===== config.mk =====
export PLATFORM = sky130hd
export DESIGN_NAME = ramarb
export DESIGN_NICKNAME = d
export VERILOG_FILES = /design/src/rtl/ramarb_pkg.sv /design/src/rtl/ramarb_rrpick.sv /design/src/rtl/ramarb.sv
export SDC_FILE = /design/constraint.sdc
export NUM_CORES = 1
export LEC_CHECK = 0
export CAP_MARGIN = 10
export CORE_AREA = 2 2 90 92
export CTS_BUF_LIST = sky130_fd_sc_hd__clkbuf_4
export CTS_CLUSTER_DIAMETER = 150
export DETAILED_ROUTE_END_ITERATION = 16
export DIE_AREA = 0 0 92 94
export PLACE_DENSITY = 0.9
export REMOVE_ABC_BUFFERS = 1
export SLEW_MARGIN = 20
export SYNTH_ARGS = -nofsm -noshare
export SYNTH_HDL_FRONTEND = slang
export SYNTH_SLANG_ARGS = --single-unit

===== constraint.sdc =====
create_clock -name clk -period 10 [get_ports clk]
set_clock_uncertainty 0.05 [all_clocks]
set_input_delay 2.5 -clock clk [delete_from_list [all_inputs] [get_ports clk]]
set_output_delay 2.5 -clock clk [all_outputs]
set_load 0.02 [all_outputs]

===== src/rtl/ramarb_pkg.sv =====
// ramarb_pkg
//   Shared definitions for the RAM arbiter slice.
//   state_t    : top-level sequencer states (zero-fill sweep, then arbitration)
//   ptr_width  : bit width needed to hold a requester index 0..n-1
package ramarb_pkg;

    typedef enum logic {
        ST_INIT = 1'b0,
        ST_RUN  = 1'b1
    } state_t;

    // A single requester still needs a one-bit pointer, so clamp at 1.
    function automatic int ptr_width(input int n);
        return (n > 1) ? $clog2(n) : 1;
    endfunction

endpackage


===== src/rtl/ramarb_rrpick.sv =====
// ramarb_rrpick
//   Combinational round-robin picker. Searches valid[] starting at ptr and
//   wrapping modulo N, and returns the first requester found.
// Ports
//   valid  in   N    request valid per requester
//   ptr    in   PW   index where the search starts (highest priority)
//   grant  out  N    one-hot grant, all zero when nothing is valid
//   idx    out  PW   binary index of the granted requester (0 when none)
//   any    out  1    at least one requester is valid
module ramarb_rrpick
    import ramarb_pkg::*;
#(
    parameter int N  = 4,
    parameter int PW = ptr_width(N)
) (
    input  logic [N-1:0]  valid,
    input  logic [PW-1:0] ptr,
    output logic [N-1:0]  grant,
    output logic [PW-1:0] idx,
    output logic          any
);

    // Walk the N candidates in priority order; the wrap is an explicit
    // subtraction so N need not be a power of two.
    always_comb begin
        int cand;
        cand  = 0;
        grant = '0;
        idx   = '0;
        any   = 1'b0;
        for (int k = 0; k < N; k++) begin
            cand = int'(ptr) + k;
            if (cand >= N) begin
                cand = cand - N;
            end
            if (!any && valid[cand]) begin
                any         = 1'b1;
                idx         = PW'(cand);
                grant[cand] = 1'b1;
            end
        end
    end

endmodule


===== src/rtl/ramarb.sv =====
// ramarb
//   Round-robin arbiter and init sequencer for a single-port RAM with
//   synchronous write and combinational read. After reset it optionally
//   sweeps the whole RAM to zero, then grants one request per cycle and
//   returns read data registered one cycle after the grant.
// Ports
//   clk        in   1     clock, all state on posedge
//   rst        in   1     asynchronous reset, active-high
//   req_valid  in   N     request valid per requester
//   req_we     in   N     1=write, 0=read, per requester
//   req_addr   in   N*AW  packed addresses, requester i at [i*AW +: AW]
//   req_din    in   N*DW  packed write data, requester i at [i*DW +: DW]
//   req_ready  out  N     one-hot grant (combinational from req_valid)
//   rsp_valid  out  N     one-hot read-response pulse
//   rsp_data   out  DW    registered read data, shared by all requesters
//   init_done  out  1     high once the zero-fill sweep has completed
//   ram_we     out  1     RAM write enable
//   ram_addr   out  AW    RAM address
//   ram_din    out  DW    RAM write data
//   ram_dout   in   DW    RAM combinational read data
module ramarb
    import ramarb_pkg::*;
#(
    parameter int N    = 4,
    parameter int DW   = 16,
    parameter int AW   = 10,
    parameter int INIT = 1
) (
    input  logic            clk,
    input  logic            rst,
    input  logic [N-1:0]    req_valid,
    input  logic [N-1:0]    req_we,
    input  logic [N*AW-1:0] req_addr,
    input  logic [N*DW-1:0] req_din,
    output logic [N-1:0]    req_ready,
    output logic [N-1:0]    rsp_valid,
    output logic [DW-1:0]   rsp_data,
    output logic            init_done,
    output logic            ram_we,
    output logic [AW-1:0]   ram_addr,
    output logic [DW-1:0]   ram_din,
    input  logic [DW-1:0]   ram_dout
);

    localparam int            PW       = ptr_width(N);
    localparam logic [PW-1:0] PTR_LAST = PW'(N - 1);
    localparam logic [AW-1:0] CNT_LAST = '1;

    state_t        state;
    state_t        next_state;
    logic [AW-1:0] init_cnt;
    logic [PW-1:0] ptr;
    logic [N-1:0]  pick_grant;
    logic [PW-1:0] pick_idx;
    logic          pick_any;
    logic          read_grant;

    ramarb_rrpick #(
        .N  (N),
        .PW (PW)
    ) u_pick (
        .valid (req_valid),
        .ptr   (ptr),
        .grant (pick_grant),
        .idx   (pick_idx),
        .any   (pick_any)
    );

    // State register; with INIT=0 the sweep is skipped entirely.
    always_ff @(posedge clk or posedge rst) begin
        if (rst) begin
            state <= (INIT != 0) ? ST_INIT : ST_RUN;
        end else begin
            state <= next_state;
        end
    end

    // Next state and the RAM port mux. During the sweep the counter owns
    // the port; in RUN the granted requester drives it in the same cycle.
    always_comb begin
        next_state = state;
        req_ready  = '0;
        ram_we     = 1'b0;
        ram_addr   = '0;
        ram_din    = '0;
        read_grant = 1'b0;
        case (state)
            ST_INIT: begin
                ram_we   = 1'b1;
                ram_addr = init_cnt;
                if (init_cnt == CNT_LAST) begin
                    next_state = ST_RUN;
                end
            end
            ST_RUN: begin
                if (pick_any) begin
                    req_ready  = pick_grant;
                    ram_we     = req_we[pick_idx];
                    ram_addr   = req_addr[pick_idx*AW +: AW];
                    ram_din    = req_din[pick_idx*DW +: DW];
                    read_grant = !req_we[pick_idx];
                end
            end
            default: begin
                next_state = ST_INIT;
            end
        endcase
    end

    // Sweep counter; init_done rises on the edge that writes the last word
    // and then stays high until the next reset.
    always_ff @(posedge clk or posedge rst) begin
        if (rst) begin
            init_cnt  <= '0;
            init_done <= (INIT == 0);
        end else if (state == ST_INIT) begin
            init_cnt <= init_cnt + 1'b1;
            if (init_cnt == CNT_LAST) begin
                init_done <= 1'b1;
            end
        end
    end

    // Round-robin pointer moves just past the winner, so the winner has the
    // lowest priority next time. Idle cycles leave it where it is.
    always_ff @(posedge clk or posedge rst) begin
        if (rst) begin
            ptr <= '0;
        end else if (state == ST_RUN && pick_any) begin
            ptr <= (pick_idx == PTR_LAST) ? '0 : pick_idx + 1'b1;
        end
    end

    // Read data is captured from the combinational RAM output at the grant
    // edge; rsp_data is left alone on writes and idle cycles.
    always_ff @(posedge clk or posedge rst) begin
        if (rst) begin
            rsp_valid <= '0;
            rsp_data  <= '0;
        end else begin
            rsp_valid <= read_grant ? pick_grant : '0;
            if (read_grant) begin
                rsp_data <= ram_dout;
            end
        end
    end

endmodule


==> out/qor.yml <==
drt:
  drc_errors: 0
  routed_wl_mm: 9.06
  vias: 2764
  dr.max_layer_used: "met4"
  wl_met1_mm: 3.70
  wl_met2_mm: 4.83
  met3WireLength_um: 339
  antenna_left: 0
  drt-pass1-iter-count: 4
  wl_per_cell_um: 16.8
  first_iter_violations: 89
  viasPerCell: 5.12
critical_path:
  critical_path_depth: 9
  cp_max_fo: 21
  worstPathArrival_ns: 6.15
  worst_path_largest_cell_delay_ns: 0.78
  slowest_stage: "o221ai_4"
  critical_path.cell_chain: "clkdlybuf4s50_1 -> mux2i_1 -> mux2i_1 -> nor2_1 -> o221ai_4 -> mux2i_1 -> mux2i_1 -> a21bo_2 -> clkdlybuf4s50_1"
  critPathLaunchType: "input pin"
  worstSetupPathType: "input pin to primary output"
  path_delay_family: "buffers and inverters"
  reg2reg_depth: 8
  r2r-end: "rsp_data[10]$_DFFE_PP0P_"
  path_buf_inv: 2
  regToRegStartpoint: "ptr[0]$_DFFE_PP0P_"
  critPathCaptureType: "primary output"
  r2r_slack_ns: 5.19
  worstPathRequired_ns: 7.45
  crit_top_cell: "mux2i_1"
floorplan:
  core_area_um2: 7610
  dieArea_um2: 8650
  io_pins: 182
  row_count: 32
  die_h_um: 94
  initial_core_util_pct: 36.3
  die_x_um: 92
synthesis:
  synth_edf_count: 0
  ys_top_cells_by_count: "mux2i_1, dfrtp_1, o22ai_1"
  avgSynthCellArea_um2: 10.3
  synth_seq_cells: 34
  ys_types: 43
  synthArstFlopShare_pct: 100
  synth_top_flop_cell: "dfrtp_1"
  synth_top_area_cell: "dfrtp_1"
  netlist_instances: 269
  yosysSeqAreaShare_pct: 30.8
  yosysTopAreaCellShare_pct: 30.8
  syn-cell-area_um2: 2760
  yosys-top-cells-area: "dfrtp_1, mux2i_1, mux2_4"
  yosysWarnings: 0
  synth.most_common_cell: "mux2i_1"
cts:
  clk_pin_slew_ns: 0.10
  cts_hold_buffers: 0
  clockRootBuffer: "clkbuf_4"
  cts_resized: 0
  cts_tree: "done"
  cts_setup_buffers: 0
  htree_levels: 2
  ctsLongestPathBuffers: 2
  cts_inserted_buffers: 5
  cts_sinks: 34
  clk-insertion-delay-late_ns: 0.33
power:
  pwr-share-seq_pct: 45.5
  power_switching_uw: 73.4
  cellPowerDensity_nw_per_um2: 64.6
  ir_worst_vdd_mv: 0.0472
  power_leakage_nw: 2.01
  p_int_uw: 228
  power_frac_comb_pct: 30.3
  clkPwrFrac_pct: 24.2
  p_sw_share_pct: 24.3
layout:
  seq_area_um2: 851
  post-route-util_pct: 61.4
  layout-drive-gt1-share_pct: 9.59
  diodes: 0
  design_area_um2: 4670
  multi_input_area_um2: 1790
  final_nets: 572
  fill_cells: 650
  final_cells: 540
  syn_to_final_growth_pct: 69.1
worst_hold_path:
  min_from: "init_done$_DFFE_PP0P_"
  hold_depth: 1
  hp-class: "flip-flop to flip-flop"
  hold_end: "init_done$_DFFE_PP0P_"
placement:
  postPlaceCellArea_um2: 4610
  routabilityCongestion: 0.921
  dp_hpwl_mm: 7.23
  dp.cells: 532
  portBuffers: 181
timing:
  slew_headroom_pct: 38.5
  final-hold-violation-count: 0
  max_slew.worst_pin.slew_ns: 0.923
  fin_hold_ws_ns: 0.421
  fmax_ghz: 0.115
  setup_viol: 0
  drv_slew: 0
  tns_ns: 0
  final.period_utilization_pct: 87.0
  period_needed_ns: 8.70
  grt_setup_unrepaired: "false"
run_status:
  status: "complete, no violations"
grt:
  grt_pass1_vias: 2893
  grt_pass1_wl_mm: 14.6
  antenna_found_initial: 0
  grt_usage_pct: 20.9
  grt_max_degree: 38
  grt.overflow.total: 0
job:
  max_cap_violations: 0
[worst max-delay path by stage]
stage	startpoint	endpoint	slack [ns]
2_1_floorplan	req_valid[2]	ram_we	-0.91
3_3_place_gp	req_valid[0]	ram_addr[3]	1.40
3_5_place_dp	req_valid[0]	ram_addr[3]	1.29
4_1_cts	req_valid[0]	ram_addr[3]	1.28
5_1_grt	req_valid[0]	ram_we	0.93
6_report	req_valid[0]	ram_we	1.30
[placed cells by master, fill, tap and decap left out, drive strengths merged, types with 2 or more instances in the layout]
cell           count
nor2              10
nand2             14
a211oi             2
mux2              19
clkdlybuf4s50    181
xnor2              9
xor2               2
a22oi              5
inv                3
buf                2
mux2i             60
nand3              8
nor2b              7
nor3               2
and3               2
o221ai            11
nand2b            10
ha                 5
clkinv             3
clkbuf             6
dfrtp             34
nor3b              3
or2                5
o21ai              3
mux4               2
a31oi              4
o22ai             16
[power by group through the flow]
stage               registers (mW)  logic, mW  clock network [mW]
floorplan                    0.140     0.0382                   0
global placement             0.140     0.0888                   0
detailed placement           0.140     0.0917                   0
CTS                          0.137     0.0921              0.0766
global route                 0.137     0.0984              0.0829
finish                       0.137     0.0914              0.0731
[stage by stage]
step / worst slack, ns / total power [mW]
global placement: 1.40 / 0.229
CTS: 1.28 / 0.306
floorplan: -0.910 / 0.178
detailed placement: 1.29 / 0.232
global route: 0.929 / 0.319
finish: 1.30 / 0.302
[layer usage]
| layer | vias up | global-route usage, % |
|---|---|---|
| li1 | 1342 | - |
| met1 | 1319 | 25.0 |
| met2 | 85 | 39.3 |
| met3 | 18 | 2.97 |
| met4 | 0 | 5.47 |
| met5 | - | 0 |
[cell type report]
type | count | share of cell area, %
clock inverters | 2 | 0.187
clock buffers | 6 | 0.964
multi-input cells | 209 | 38.2
well taps | 102 | 2.73
repair buffers | 183 | 39.4
inverters | 4 | 0.321
flip-flops and latches | 34 | 18.2
[sequential cells by signal, summed over array words and instances (netlist names)]
signal	flops
init_done	1
rsp_data	16
rsp_valid	4
state	1
init_cnt	10
ptr	2
[cells by family (layout without fill, tap and decap cells)]
family                   count (synthesis)  in the layout  share of synthesized area [%]
adder cells (fa/ha/maj)                  5              5                           2.26
multiplexers                            81             81                           32.6
buffers and inverters                   26            195                           5.39
flip-flops                              34             34                           30.8
XOR/XNOR                                11             11                           3.49
AND/OR/NAND/NOR                         65             65                           12.6
AO/OA/AOI/OAI                           47             47                           12.8
Power figures use the tool's default switching activity.
